===== config.mk =====
export PLATFORM = sky130hd
export DESIGN_NAME = mtr_duty_ramp
export DESIGN_NICKNAME = d
export VERILOG_FILES = /design/src/rtl/mtr_pkg.sv /design/src/rtl/ramp_chan.sv /design/src/rtl/mtr_duty_ramp.sv
export SDC_FILE = /design/constraint.sdc
export NUM_CORES = 1
export LEC_CHECK = 0
export CAP_MARGIN = 5
export CORE_ASPECT_RATIO = 0.7
export CORE_UTILIZATION = 50
export DETAILED_ROUTE_END_ITERATION = 12
export GPL_ROUTABILITY_DRIVEN = 0
export PLACE_DENSITY_LB_ADDON = 0.12
export SLEW_MARGIN = 25
export SYNTH_ARGS = -nofsm -noshare
export SYNTH_HDL_FRONTEND = slang
export SYNTH_SLANG_ARGS = --single-unit
export TNS_END_PERCENT = 1

===== constraint.sdc =====
create_clock -name clk -period 3.49 [get_ports clk]
set_clock_uncertainty 0.1 [all_clocks]
set_input_delay 0.698 -clock clk [delete_from_list [all_inputs] [get_ports clk]]
set_output_delay 0.698 -clock clk [all_outputs]
set_load 0.05 [all_outputs]

===== src/rtl/mtr_pkg.sv =====
// Shared types and constants for the motor duty ramp: speed word type,
// speed saturation limit and the "stopped" duty code.
package mtr_pkg;

   typedef logic signed [10:0] spd_t;

   localparam int          SPD_MAX  = 1023;
   localparam logic [10:0] DUTY_MID = 11'h400;

   // Saturate a 12-bit signed command into the symmetric -1023..+1023 window.
   function automatic spd_t sat_spd(input logic signed [11:0] s);
      if (s > SPD_MAX)
         return spd_t'(SPD_MAX);
      else if (s < -SPD_MAX)
         return spd_t'(-SPD_MAX);
      else
         return s[10:0];
   endfunction

endpackage


===== src/rtl/ramp_chan.sv =====
// One wheel channel: saturates the command, slews the internal speed once
// per update and converts it into a clamped, registered 11-bit duty word.
module ramp_chan
   import mtr_pkg::*;
#(
   parameter int          RAMP_STEP = 8,
   parameter logic [10:0] DUTY_MIN  = 11'h010,
   parameter logic [10:0] DUTY_MAX  = 11'h7F0
) (
   input  logic        clk,
   input  logic        rst_n,
   input  logic        upd,
   input  logic        en,
   input  logic [11:0] spd,
   output logic [10:0] duty,
   output logic        eq
);

   localparam logic signed [12:0] STEP = 13'(RAMP_STEP);

   spd_t               tgt;
   spd_t               tgt_q;
   spd_t               cur;
   spd_t               cur_nxt;
   logic signed [12:0] diff;
   logic signed [11:0] duty_sum;
   logic [10:0]        duty_nxt;

   always_comb begin
      tgt  = en ? sat_spd(signed'(spd)) : '0;
      diff = $signed({{2{tgt[10]}}, tgt}) - $signed({{2{cur[10]}}, cur});

      // Large errors move by exactly one step, so a sign reversal walks
      // through every intermediate value instead of jumping across zero.
      if (diff > STEP)
         cur_nxt = cur + spd_t'(RAMP_STEP);
      else if (diff < -STEP)
         cur_nxt = cur - spd_t'(RAMP_STEP);
      else
         cur_nxt = tgt;

      // 12-bit sum is always 1..2047, so clamping never sees a wrapped value.
      duty_sum = $signed({1'b0, DUTY_MID}) + $signed({cur[10], cur});
      if (duty_sum < $signed({1'b0, DUTY_MIN}))
         duty_nxt = DUTY_MIN;
      else if (duty_sum > $signed({1'b0, DUTY_MAX}))
         duty_nxt = DUTY_MAX;
      else
         duty_nxt = duty_sum[10:0];
   end

   // NOTE: state uses non-blocking assignments only; blocking ones here would
   // make the result depend on simulator event ordering between the two channels.
   always_ff @(posedge clk or negedge rst_n) begin
      if (!rst_n) begin
         cur   <= '0;
         tgt_q <= '0;
         duty  <= DUTY_MID;
      end else begin
         if (upd) begin
            cur   <= cur_nxt;
            tgt_q <= tgt;
         end
         duty <= duty_nxt;
      end
   end

   assign eq = (cur == tgt_q);

endmodule


===== src/rtl/mtr_duty_ramp.sv =====
// Converts signed left/right speed commands into slew-limited, clamped
// 11-bit PWM duty words that change only once per PWM period.
module mtr_duty_ramp
   import mtr_pkg::*;
#(
   parameter int          RAMP_STEP     = 8,
   parameter int          UPDATE_PERIOD = 2048,
   parameter logic [10:0] DUTY_MIN      = 11'h010,
   parameter logic [10:0] DUTY_MAX      = 11'h7F0
) (
   input  logic        clk,
   input  logic        rst_n,
   input  logic        en,
   input  logic [11:0] lft_spd,
   input  logic [11:0] rght_spd,
   output logic [10:0] lft_duty,
   output logic [10:0] rght_duty,
   output logic        upd,
   output logic        at_target
);

   localparam int               CNT_W = $clog2(UPDATE_PERIOD);
   localparam logic [CNT_W-1:0] LAST  = CNT_W'(UPDATE_PERIOD - 1);

   logic [CNT_W-1:0] cnt;
   logic             eq_l;
   logic             eq_r;

   // Free-running period counter; its last count lines up with the PWM wrap.
   always_ff @(posedge clk or negedge rst_n) begin
      if (!rst_n) begin
         cnt       <= '0;
         at_target <= 1'b1;
      end else begin
         cnt       <= (cnt == LAST) ? '0 : cnt + 1'b1;
         at_target <= eq_l & eq_r;
      end
   end

   assign upd = (cnt == LAST);

   ramp_chan #(
      .RAMP_STEP (RAMP_STEP),
      .DUTY_MIN  (DUTY_MIN),
      .DUTY_MAX  (DUTY_MAX)
   ) u_lft (
      .clk   (clk),
      .rst_n (rst_n),
      .upd   (upd),
      .en    (en),
      .spd   (lft_spd),
      .duty  (lft_duty),
      .eq    (eq_l)
   );

   ramp_chan #(
      .RAMP_STEP (RAMP_STEP),
      .DUTY_MIN  (DUTY_MIN),
      .DUTY_MAX  (DUTY_MAX)
   ) u_rght (
      .clk   (clk),
      .rst_n (rst_n),
      .upd   (upd),
      .en    (en),
      .spd   (rght_spd),
      .duty  (rght_duty),
      .eq    (eq_r)
   );

endmodule


==> qor.yml <==
clock.fmax_ghz: 0.2283
floorplan.die.width_um: 128.6
failing_checks: "negative setup slack"
max_cap_violations: 0
detailedPlace.worstSlack_ns: -1.642
crit_path_max_fanout: 5
reg2reg_setup_slack_ns: 0.15
detailed_route_via_count: 5653
hold_path_class: "in -> async"
status: "complete, but fails checks"
number_of_flops_mapped_to_enable_cells_by_yosys: 0
postLayoutCellArea_sq_mm: 0.007878
max_stage_delay_ns: 0.53
place.detailed.hpwl_um: 11980
place.detailed.instances: 926
worst_hold_slack_ns: 0.2620
htree_num_levels: 3
vdd.ir_drop.worst_v: 0.0004121
global_route.overflow_total: 0
ant_nets: 0
buffer_ports.inserted: 50
post_layout_nonfiller_instances: 972
unique_cell_type_count_in_the_yosys_netlist: 86
power_density_mw_per_mm2: 304.2
route.detailed.wl_per_inst_um: 17.62
arrival_ns: 4.53
initial_core_util: 0.5275
design.core.area_sq_mm: 0.01063
finalWorstPathRequiredPeriod_ns: 4.381
syn-cell-area_sq_mm: 0.005607
max-slew-margin-rel: 0.5280
final_nets: 875
via_count_of_the_first_global_routing_pass: 5586
max_slew.worst_pin.slew_ns: 0.7080
async_reset_ff_frac: 1.000
synthTopCellsByArea: "dfrtp_1, ha_1, nand2_1"
floorplan.rows: 31
total_leakage_power_nw: 3.667
syn2layout_area_growth_pct: 40.50
final_hold_viol_count: 0
area_share_of_the_largest_cell_type_after_synthesis: 0.3347
cts_made_buffers: 9
timing.setup.critical_path_class: "in -> reg"
wirelength_um: 17130
route.detailed.vias_per_inst: 5.816
post-route-period-util: 1.255
grt_antenna_before_repair: 0
fraction_of_layout_instances_using_a_drive_strength_above_1: 0.3131
synth_largest_area_cell: "dfrtp_1"
worst-r2r-cell-count: 13
pin_count_of_the_biggest_net_entering_global_routing: 79
detailed_place.area_sq_mm: 0.007093
groute.usage.overall: 0.3106
tritoncts_num_sinks: 78
synth-seq-cells: 78
tritoncts: "built"
syn_avg_cell_area_sq_um: 8.829
tns_ns: -17.80
crit_chain: "clkdlybuf4s15_1 -> or4_1 -> o41ai_2 -> nand2_1 -> nand3b_1 -> nand2_2 -> ha_2 -> inv_1 -> fa_2 -> a21o_1 -> a2111oi_4 -> o2111a_1 -> nor3_4 -> o211ai_1 -> or2_1 -> o21ai_4 -> nand2_2 -> buf_4 -> mux2i_1"
cts.root.buffer_cell: "clkbuf_16"
slew_viol_final: 0
grt_first_pass_wirelength_um: 28230
net_count_after_synthesis: 691
worst_r2r_dst: "u_lft.cur[0]"
rsz0062_at_grt: "true"
drt-initial-drc-count: 488
worst_path_max_delay_cell: "or4_1"
pin_count: 51
insertedDiodeCount: 0
yosysSeqAreaShare: 0.3488
firstDrtPassIters: 5
worst_skew_pair.late_latency_ns: 0.35
die_height_um: 90.60
crit_required_ns: 3.63
critPathMostFrequentCell: "nand2_2"
setup_viol: 23
finalWorstSetupSlack_ns: -0.8905
netlist_instances: 635
postSynth.topFlopCell: "dfrtp_1"
dieArea_sq_mm: 0.01165
worst_setup_hold_path_clk_slew_ns: 0.06
synthesis.yosys.warnings: 0
start_kind: "primary input"
remaining_drc_errors: 0
timing.rr.start: "u_lft.cur[0]"
maximum_count_of_clock_buffers_along_a_single_path: 2
critPathCaptureType: "register"
## repair_timing
action	4_1_cts	5_1_grt
gates resized for setup	97	38
pin swaps	44	33
buffers inserted	26	5
hold buffers	0	0
endpoints found under the setup margin	22	23
## logic make-up (layout without fill, tap and decap cells)
family / count (synthesis) / count (layout) / synth area share
multiplexers: 13 / 13 / 0.02544
XOR/XNOR: 47 / 47 / 0.07342
flip-flops: 78 / 78 / 0.3488
buffers and inverters: 80 / 269 / 0.06092
AO/OA/AOI/OAI: 156 / 156 / 0.2029
AND/OR/NAND/NOR: 227 / 227 / 0.2122
adder cells (fa/ha/maj): 34 / 34 / 0.07632
## cells in the mapped netlist, types with 3 or more instances
master    instances
a211o_1           3
a211oi_1          7
a21boi_0         11
a21o_1           11
a21oi_1          25
a22oi_1           4
a31oi_1           5
and2_1           16
and3_1            7
buf_2             3
buf_6             4
clkbuf_1         24
dfrtp_1          75
dfstp_2           3
ha_1             27
inv_1            46
maj3_1            5
mux2i_1           9
nand2_1          84
nand2b_1          6
nand3_1          25
nand3b_1          6
nand4_1          12
nor2_1           24
nor2b_1           4
nor3_1            9
nor4_1           10
o211ai_1          4
o21a_1            3
o21ai_0          33
o21ai_1           4
o22ai_1           9
o41ai_1           3
or4_1             5
xnor2_1          19
xor2_1           28
## sequential cells by signal, indices dropped and copies added, names as in the netlist
| register | count |
|---|---|
| u_lft.cur | 11 |
| u_rght.duty | 11 |
| u_rght.tgt_q | 11 |
| cnt | 11 |
| u_lft.duty | 11 |
| u_lft.tgt_q | 11 |
| at_target | 1 |
| u_rght.cur | 11 |
## per-layer routing
layer | vias to the layer above | routed length, um | track usage
li1 | 2648 | - | -
met1 | 2685 | 7983 | 0.4422
met2 | 281 | 7527 | 0.4685
met3 | 39 | 1372 | 0.07761
met4 | 0 | 242 | 0.07843
met5 | - | 0 | 0
## per-stage QoR
stage / power, mW / util
5_1_grt: 2.493 / 0.7412
3_3_place_gp: 1.380 / 0.6674
6_report: 2.396 / 0.7412
4_1_cts: 2.358 / 0.7255
3_5_place_dp: 1.393 / 0.6674
2_1_floorplan: 1.162 / -
## how the worst max path moves through the flow
stage                           start       endpoint  slack [ns]
after detailed placement  rght_spd[3]  u_rght.cur[6]       -1.64
final                      lft_spd[1]   u_lft.cur[0]       -0.89
after floorplan            lft_spd[2]   u_lft.cur[1]       -0.89
after global placement    rght_spd[2]  u_rght.cur[6]       -1.50
after CTS                 rght_spd[9]  u_rght.cur[5]       -0.83
after global routing       lft_spd[5]   u_lft.cur[0]       -1.09
## placed cells by master (no fill, tap or decap), types with 5 or more instances in the layout
cell	instances
nor4_1	9
mux2i_1	8
dfrtp_1	75
o21ai_0	26
clkbuf_16	9
xor2_1	28
a211oi_2	5
a31oi_1	5
a21o_1	11
o21ai_2	5
nand2b_1	6
and3_1	7
buf_2	7
nor2_1	23
xnor2_1	18
ha_1	21
nor3_1	9
a21boi_0	5
nand3_1	24
buf_6	23
nand2_1	82
maj3_1	5
o21ai_1	6
o22ai_1	9
nand3b_1	6
inv_1	45
and2_1	16
a21oi_1	22
clkdlybuf4s50_1	31
buf_4	135
nand4_1	12
## worst max-delay path, delay by kind of cell
family,cells,cell delay [ns]
mux,1,0.20
buf+inv,3,0.42
fa+ha+maj,2,0.40
compound gates,6,1.20
simple gates,7,1.59
## area by class of cell
class | count | area, sq um
Clock buffer | 10 | 229.0
Timing Repair Buffer | 206 | 1725
Inverter | 47 | 176.4
Clock inverter | 6 | 62.56
Fill cell | 751 | 2750
Tap cell | 148 | 185.2
Multi-Input combinational cell | 477 | 3543
Sequential cell | 78 | 1956
## power by group
group	internal, mW	leakage [nW]	switching [mW]
Combinational	0.275	2.66	0.280
Sequential	0.909	0.856	0.00394
Clock	0.552	0.146	0.376
Total	1.74	3.67	0.660
Power figures use the tool's default switching activity.
